**config.mk**
```make
export PLATFORM = sky130hd
export DESIGN_NAME = midi_in_flat
export DESIGN_NICKNAME = d
export VERILOG_FILES = /design/src/rtl/midi_in_if.sv /design/src/rtl/midi_in.sv /design/src/flat_wrapper.sv
export SDC_FILE = /design/constraint.sdc
export NUM_CORES = 1
export LEC_CHECK = 0
export CAP_MARGIN = 20
export CORE_MARGIN = 4
export CORE_UTILIZATION = 53
export DETAILED_ROUTE_END_ITERATION = 6
export HOLD_SLACK_MARGIN = 0.02
export PLACE_DENSITY = 0.76
export SYNTH_ARGS = -nofsm -noshare
export SYNTH_HDL_FRONTEND = slang
export SYNTH_SLANG_ARGS = --single-unit
```
**constraint.sdc**
```tcl
create_clock -name clk -period 5.6 [get_ports clk]
set_input_delay 0.56 -clock clk [delete_from_list [all_inputs] [get_ports clk]]
set_output_delay 0.56 -clock clk [all_outputs]
set_load 0.01 [all_outputs]
```
**src/rtl/midi_in_if.sv**
```systemverilog
// MIDI input bundle: the serial line in, decoded channel messages and real-time bytes out.
interface midi_in_if;
    logic       midi_rx;
    logic [7:0] status;
    logic [7:0] data1;
    logic [7:0] data2;
    logic       msg_valid;
    logic [7:0] rt_byte;
    logic       rt_valid;
    logic       frame_err;

    modport master (
        output midi_rx,
        input  status, data1, data2, msg_valid, rt_byte, rt_valid, frame_err
    );
    modport slave (
        input  midi_rx,
        output status, data1, data2, msg_valid, rt_byte, rt_valid, frame_err
    );
endinterface

```
**src/rtl/midi_in.sv**
```systemverilog
// MIDI receiver: oversampled 8N1 byte receiver followed by a running-status
// channel message parser with real-time byte bypass.
module midi_in #(
    parameter int CLK_HZ = 50000000,
    parameter int BAUD   = 31250,
    parameter int OVS    = 16
) (
    input  logic      clk,
    input  logic      rst,
    midi_in_if.slave  bus
);
    localparam int DIV = CLK_HZ / (BAUD * OVS);
    localparam int DW  = (DIV > 1) ? $clog2(DIV) : 1;
    localparam int TW  = (OVS > 2) ? $clog2(OVS) : 1;

    typedef enum logic [2:0] {IDLE, START, DATA, STOP, WAIT_HIGH} rx_state_t;

    rx_state_t     state, state_nx;
    logic          rx_s1, rx_s2, rx_prev;
    logic [DW-1:0] div_cnt;
    logic [TW-1:0] tick_cnt;
    logic [2:0]    bit_cnt;
    logic [7:0]    shreg;
    logic          tick, fall, half_hit, full_hit;
    logic          byte_rdy, stop_bad;

    logic [7:0]    run_status;
    logic          has_status, have_d1;
    logic [7:0]    d1_hold;
    logic          one_data;

    always_ff @(posedge clk or posedge rst) begin
        if (rst) begin
            rx_s1   <= 1'b1;
            rx_s2   <= 1'b1;
            rx_prev <= 1'b1;
        end else begin
            rx_s1   <= bus.midi_rx;
            rx_s2   <= rx_s1;
            rx_prev <= rx_s2;
        end
    end

    assign fall = rx_prev & ~rx_s2;
    assign tick = (div_cnt == DW'(DIV - 1));

    always_ff @(posedge clk or posedge rst) begin
        if (rst)       div_cnt <= '0;
        else if (tick) div_cnt <= '0;
        else           div_cnt <= div_cnt + 1'b1;
    end

    assign half_hit = tick && (tick_cnt == TW'(OVS / 2 - 1));
    assign full_hit = tick && (tick_cnt == TW'(OVS - 1));

    always_ff @(posedge clk or posedge rst) begin
        if (rst) state <= IDLE;
        else     state <= state_nx;
    end

    always_comb begin
        state_nx = state;
        case (state)
            IDLE:      if (fall)                     state_nx = START;
            START:     if (half_hit)                 state_nx = rx_s2 ? IDLE : DATA;
            DATA:      if (full_hit && bit_cnt == 3'd7) state_nx = STOP;
            STOP:      if (full_hit)                 state_nx = rx_s2 ? IDLE : WAIT_HIGH;
            WAIT_HIGH: if (rx_s2)                    state_nx = IDLE;
            default:                                 state_nx = IDLE;
        endcase
    end

    always_comb begin
        byte_rdy = 1'b0;
        stop_bad = 1'b0;
        if (state == STOP && full_hit) begin
            byte_rdy = rx_s2;
            stop_bad = ~rx_s2;
        end
    end

    // tick_cnt restarts at each sample point so the next sample lands mid-bit
    always_ff @(posedge clk or posedge rst) begin
        if (rst) begin
            tick_cnt <= '0;
            bit_cnt  <= '0;
            shreg    <= '0;
        end else if (state == IDLE) begin
            tick_cnt <= '0;
            bit_cnt  <= '0;
        end else if ((state == START && half_hit) || full_hit) begin
            tick_cnt <= '0;
            if (state == DATA) begin
                shreg   <= {rx_s2, shreg[7:1]};
                bit_cnt <= bit_cnt + 1'b1;
            end
        end else if (tick) begin
            tick_cnt <= tick_cnt + 1'b1;
        end
    end

    assign one_data = (run_status[7:5] == 3'b110);

    always_ff @(posedge clk or posedge rst) begin
        if (rst) begin
            bus.status    <= '0;
            bus.data1     <= '0;
            bus.data2     <= '0;
            bus.msg_valid <= 1'b0;
            bus.rt_byte   <= '0;
            bus.rt_valid  <= 1'b0;
            bus.frame_err <= 1'b0;
            run_status    <= '0;
            has_status    <= 1'b0;
            have_d1       <= 1'b0;
            d1_hold       <= '0;
        end else begin
            bus.msg_valid <= 1'b0;
            bus.rt_valid  <= 1'b0;
            bus.frame_err <= stop_bad;
            if (byte_rdy) begin
                if (shreg >= 8'hF8) begin
                    bus.rt_byte  <= shreg;
                    bus.rt_valid <= 1'b1;
                end else if (shreg >= 8'hF0) begin
                    has_status <= 1'b0;
                    have_d1    <= 1'b0;
                end else if (shreg[7]) begin
                    run_status <= shreg;
                    has_status <= 1'b1;
                    have_d1    <= 1'b0;
                end else if (has_status) begin
                    if (one_data || have_d1) begin
                        bus.status    <= run_status;
                        bus.data1     <= one_data ? shreg : d1_hold;
                        bus.data2     <= one_data ? 8'h00 : shreg;
                        bus.msg_valid <= 1'b1;
                        have_d1       <= 1'b0;
                    end else begin
                        d1_hold <= shreg;
                        have_d1 <= 1'b1;
                    end
                end
            end
        end
    end
endmodule

```
**src/flat_wrapper.sv**
```systemverilog
// flat-port wrapper written by rule: the top's interface ports become plain ports
module midi_in_flat 
#(
    parameter int CLK_HZ = 50000000,
    parameter int BAUD   = 31250,
    parameter int OVS    = 16
)
  (clk, rst, bus_midi_rx, bus_status, bus_data1, bus_data2, bus_msg_valid, bus_rt_byte, bus_rt_valid, bus_frame_err);
  midi_in_if bus_i ();
  input  logic clk;
  input  logic rst;
  input wire logic [$bits(bus_i.midi_rx)-1:0] bus_midi_rx;
  output wire logic [$bits(bus_i.status)-1:0] bus_status;
  output wire logic [$bits(bus_i.data1)-1:0] bus_data1;
  output wire logic [$bits(bus_i.data2)-1:0] bus_data2;
  output wire logic [$bits(bus_i.msg_valid)-1:0] bus_msg_valid;
  output wire logic [$bits(bus_i.rt_byte)-1:0] bus_rt_byte;
  output wire logic [$bits(bus_i.rt_valid)-1:0] bus_rt_valid;
  output wire logic [$bits(bus_i.frame_err)-1:0] bus_frame_err;
  assign bus_i.midi_rx = bus_midi_rx;
  assign bus_status = bus_i.status;
  assign bus_data1 = bus_i.data1;
  assign bus_data2 = bus_i.data2;
  assign bus_msg_valid = bus_i.msg_valid;
  assign bus_rt_byte = bus_i.rt_byte;
  assign bus_rt_valid = bus_i.rt_valid;
  assign bus_frame_err = bus_i.frame_err;
  midi_in #(.CLK_HZ(CLK_HZ), .BAUD(BAUD), .OVS(OVS)) u_core (.clk(clk), .rst(rst), .bus(bus_i));
endmodule
```
---- Word-level counts from Yosys, hierarchy flattened ----
Cells that the tools add are included.
storage, ports and cells
  output and inout port bits .............. 35
  logic and storage cells ................. 100
  bits in registers ....................... 80
operators by class
  reductions and logical operators ........ 22
  equal/unequal tests ..................... 14
  bitwise gates (word level) .............. 7
  $add $sub $neg .......................... 3
  muxes and demuxes ....................... 33
  $lt $le $gt $ge ......................... 2
operators with widths
  kind                                                                   count
  3-bit 2-to-1 mux                                                       9
  7-bit 2-to-1 mux                                                       3
  8-bit greater-or-equal comparator, second input constant               2
  1-bit 2-to-1 mux                                                       16
  3-bit case mux with 5 select lines                                     1
  4-bit 2-to-1 mux                                                       3
  6-bit AND reduction                                                    2
  2-bit by 1-bit != test with 1-bit output, second input constant        5
  3-bit equality test, second input constant                             3
  3-bit AND reduction                                                    3
  7-bit by 1-bit adder with 7-bit output, second input constant          1
  7-bit equality test, second input constant                             1
  3-bit by 2-bit equality test with 1-bit output, second input constant  2
  1-bit inverter                                                         6
  2-bit nonzero test                                                     3
  3-bit nonzero test                                                     2
  1-bit logical AND                                                      5
  5-bit AND reduction                                                    1
  4-bit by 1-bit adder with 4-bit output, second input constant          1
  4-bit by 3-bit equality test with 1-bit output, second input constant  1
  4-bit equality test, second input constant                             1
  2-bit AND reduction                                                    2
  4-bit AND reduction                                                    1
  3-bit by 1-bit adder with 3-bit output, second input constant          1
  5 further kinds                                                        6

---- Depth between registers and ports, before layout ----
  word-level depth ........................ 8
  mapped depth ............................ 7
  mapped depth without buffers ............ 5

---- Worst setup path after synthesis ----
OpenSTA, ideal clock, no wires.
  path kind ............................... register to register
  from .................................... register u_core.div_cnt[0]
  to ...................................... register u_core.run_status[2]
  library setup time ...................... 0.125 ns
  clock period less this slack ............ 2.063 ns
  path slack .............................. 3.537 ns
  arrival time ............................ 1.938 ns
  cell stages (with the launch flop) ...... 7
  buffers on the path ..................... 1
  data required time ...................... 5.475 ns
  path through ............................ dfrtp_1 > ha_1 > nand2b_1 > buf_4 > or4_4 > nor2_1 > mux2_2
on the way
  word-level cells in the longest chain between the ends .. 5
RTL lines
  element                               RTL line        RTL
  start: declaration                    midi_in.sv:20   logic [DW-1:0] div_cnt;
  start signal: assignment              midi_in.sv:50   else div_cnt <= div_cnt + 1'b1;
  7-bit equality test                   midi_in.sv:45   assign tick = (div_cnt == DW'(DIV - 1));
  1-bit logical AND                     midi_in.sv:54   assign full_hit = tick && (tick_cnt == TW'(OVS - 1));
  1-bit logical AND                     midi_in.sv:76   if (state == STOP && full_hit) begin
  1-bit 2-to-1 mux                      midi_in.sv:76
  4-bit AND reduction (no source line)  n/a
  end signal: assignment                midi_in.sv:129  run_status <= shreg;
  end: declaration                      midi_in.sv:27   logic [7:0] run_status;
Every way passes these cells.
A chain may end at the register's enable or synchronous reset.

---- Worst setup path in the final report ----
  from .................................... register u_core.div_cnt[0]
  to ...................................... register u_core.bus.status[1]
on the way
  word-level cells in the longest chain between the ends .. 5
RTL lines
  element                               RTL line          RTL
  7-bit equality test                   midi_in.sv:45
  1-bit logical AND                     midi_in.sv:54
  1-bit logical AND                     midi_in.sv:76
  1-bit 2-to-1 mux                      midi_in.sv:76
  6-bit AND reduction (no source line)  n/a
  end signal: assignment                midi_in.sv:134    bus.status <= run_status;
  end: declaration                      midi_in_if.sv:18  output status, data1, data2, msg_valid, rt_byte, rt_valid, frame_err
Every way passes these cells.

==> summary.txt <==
Status
  • Outcome: finished clean

GRT
  • Largest net degree at the start of global routing: a little under 80
  • Vias in the first global route: around 2300
  • First-pass GRT wire length: 11.07 mm
  • Total grt overflow: 0
  • Antenna violations before repair: 0
  • GRT Overall Usage: 18.52%

STA
  • Worst Max-Slew Pin Slew: ~1000 ps
  • Max Freq: 390.7 MHz
  • Slew Limit Fails: 0
  • Slew HR: 30.78%
  • Setup TNS: 0 ps
  • Final hold slack: roughly 360 ps
  • Unrepaired setup endpoints after global routing: false
  • Final Skew: between 10 and 15 ps
  • Final setup viols: 0
  • Min cycle time layout: around 2600 ps
  • Final hold vios: 0
  • Tcrit/Tclk final: 45.70%

Synthesis
  • Post-Syn Area: between 0.003 and 0.004 mm2
  • Yosys warning total: 0
  • Syn Area/Cell: ~12 um2
  • Synthesized flop and latch total: a little under 80
  • Post-Synthesis Cells: a little under 300
  • Post-synth cell types: 49
  • Sequential element share of the synthesized area: 56.82%

Layout
  • Fillers: ~500
  • Most frequent cells in the layout: dfrtp_1 (75), nand2_1 (40), clkdlybuf4s50_1 (35)
  • Area Overhead vs Synth: 17.30%
  • Final net count: approximately 330
  • Share of cells above drive strength 1: about a fifth
  • Final core occ: a little under two thirds
  • # diodes: 0
  • Most common cell after layout, fill and taps aside: dfrtp_1

Critical path
  • CP Class: flip-flop to flip-flop
  • Worst EP arrival: 2800 ps
  • Type of origin of the critical path: flip-flop
  • Crit path capture type: flip-flop
  • WP data required: around 5800 ps
  • CP max FO: 22

Die
  • Die area: 0.007848 mm2
  • Starting Density: a little over half
  • Die width: ~90 um
  • I/O Pins: 38
  • Die Span Y: 88.59 um
  • Core ar.: approximately 0.0063 mm2
  • Num rows: 29

Detailed routing
  • Pre-antenna DRT Iters: 4
  • Final ANT Viol Nets: 0
  • DRC: 0
  • Final wirelength: ~6.3 mm
  • Vias: ~2300
  • Vias per cell: 5.641
  • DRT iter0 DRCs: approximately 120
  • WL/cell: between 15 and 20 um

Job
  • Max_cap viols: 0

Placement
  • PortBufs: 35
  • Post-DP HPWL: around 4.2 mm
  • RePlAce Congestion: ~0.8

Hold path
  • Hold crit path type: flip-flop to flip-flop

Power
  • Pwr Density: 278.2 mW/mm2
  • Leak: 1.945 nW
  • Maximum vdd drop: between 0.2 and 0.3 mV
  • Final Power: around 1.1 mW

Clock tree
  • Post_cts resized: 0
  • CTS tree: yes
  • Clk_lat worst skew: between 300 and 400 ps
  • H-Tree Depth: 3
  • Hold buffer count at cts: 0
  • CTS buffer count: 9
  • Clock Tree Buf Depth: 2
  • # clock sinks: about 80
  • Clock Root Buffer: clkbuf_8
  • Setup Buffers After CTS: 0
  • Clock slew at reported path FFs: approximately 80 ps
[critical path, cell delays in order, from the launching register on]
cell and delay (ps):
dfrtp_1 400, ha_1 290, nand2b_1 250, or4_1 1040, mux2_4 470
[cells in the mapped netlist (all sizes together)]
cell	count	area (um2)
dfrtp	75	1877
or4	3	26.27
o22a	4	35.03
nand4	4	25.02
nand4b	1	8.760
o221a	1	11.26
a41oi	1	8.760
and4b	1	10.01
inv	2	7.510
nor3b	1	7.510
nor4	1	6.260
nor2	15	58.81
nand4bb	1	11.26
buf	10	75.07
mux2	38	476.7
or4b	1	10.01
a21oi	3	15.01
nand3	10	55.05
nand3b	1	7.510
o31ai	1	7.510
nor4bb	2	20.02
nand2	40	150.1
conb	1	3.750
a31oi	1	6.260
xnor2	4	35.03
a21o	1	7.510
o211ai	2	15.01
o311ai	1	8.760
clkbuf	4	15.01
or2	2	15.02
dfstp	3	78.83
a211oi	1	7.510
nor3	4	20.02
nor2b	4	25.02
and3b	1	8.760
a22o	1	8.760
ha	4	50.05
o21ai	23	115.1
xor2	2	17.52
and3	6	37.54
nand2b	9	56.30
[flip-flops by register name, indices dropped and copies added, names as in the netlist, 3 cells and up]
register            flops
u_core.bus.rt_byte      8
u_core.bus.data2        7
u_core.tick_cnt         4
u_core.shreg            8
u_core.bit_cnt          3
u_core.bus.status       8
u_core.run_status       8
u_core.state            3
u_core.d1_hold          7
u_core.bus.data1        7
u_core.div_cnt          7
[final cells by class]
cell class	count	area (um2)	area share, %
flip-flops and latches	78	1956	48.44
multi-input cells	197	1393	34.49
repair buffers	37	365.4	9.049
clock buffers	9	123.9	3.068
clock inverters	7	96.34	2.386
well taps	77	96.34	2.386
inverters	2	7.507	0.1859
[metal layers]
layer  wire length [um]  vias up  global-route usage (%)  part of all wire, %
met5                  0        -                       0                    0
met4                140        0                   6.181                  2.2
met3                284       11                   5.400                  4.5
met2               3053       51                   29.50                   49
met1               2811     1144                   24.51                   45
li1                   -     1090                       -                    -
[report_power, final]
part | switching [mW] | internal, mW
registers | 0.0205 | 0.571
clock network | 0.210 | 0.252
logic | 0.0451 | 0.0240
[kinds of logic after synthesis]
group | synth area share (%)
other cells | 0.1089
compound gates | 7.161
xor+xnor | 1.527
mux | 13.85
simple gates | 16.25
buf+inv | 2.835
flops | 56.82
fa+ha+maj | 1.454
[worst paths after layout]
kind,end,start,depth (start not counted),slack (ps)
worst max-delay path,u_core.bus.status[1],u_core.div_cnt[0],4,3040
worst min-delay path,u_core.rx_s2,u_core.rx_s1,0,360
worst max register to register,u_core.bus.status[1],u_core.div_cnt[0],4,3040
worst min register to register,u_core.rx_s2,u_core.rx_s1,0,360
max in group asynchronous,u_core.bit_cnt[1],rst,3,4180
min in group asynchronous,u_core.div_cnt[2],rst,3,820
[stage by stage]
step / instance area (um2) / std cells / worst slack, ps
floorplan: 3446 / 291 / 3050
global placement: 3817 / 391 / 3104
detailed placement: 3817 / 391 / 3042
CTS: 4038 / 407 / 3026
global route: 4038 / 407 / 2896
finish: 4038 / 407 / 3041
Power figures use the tool's default switching activity.
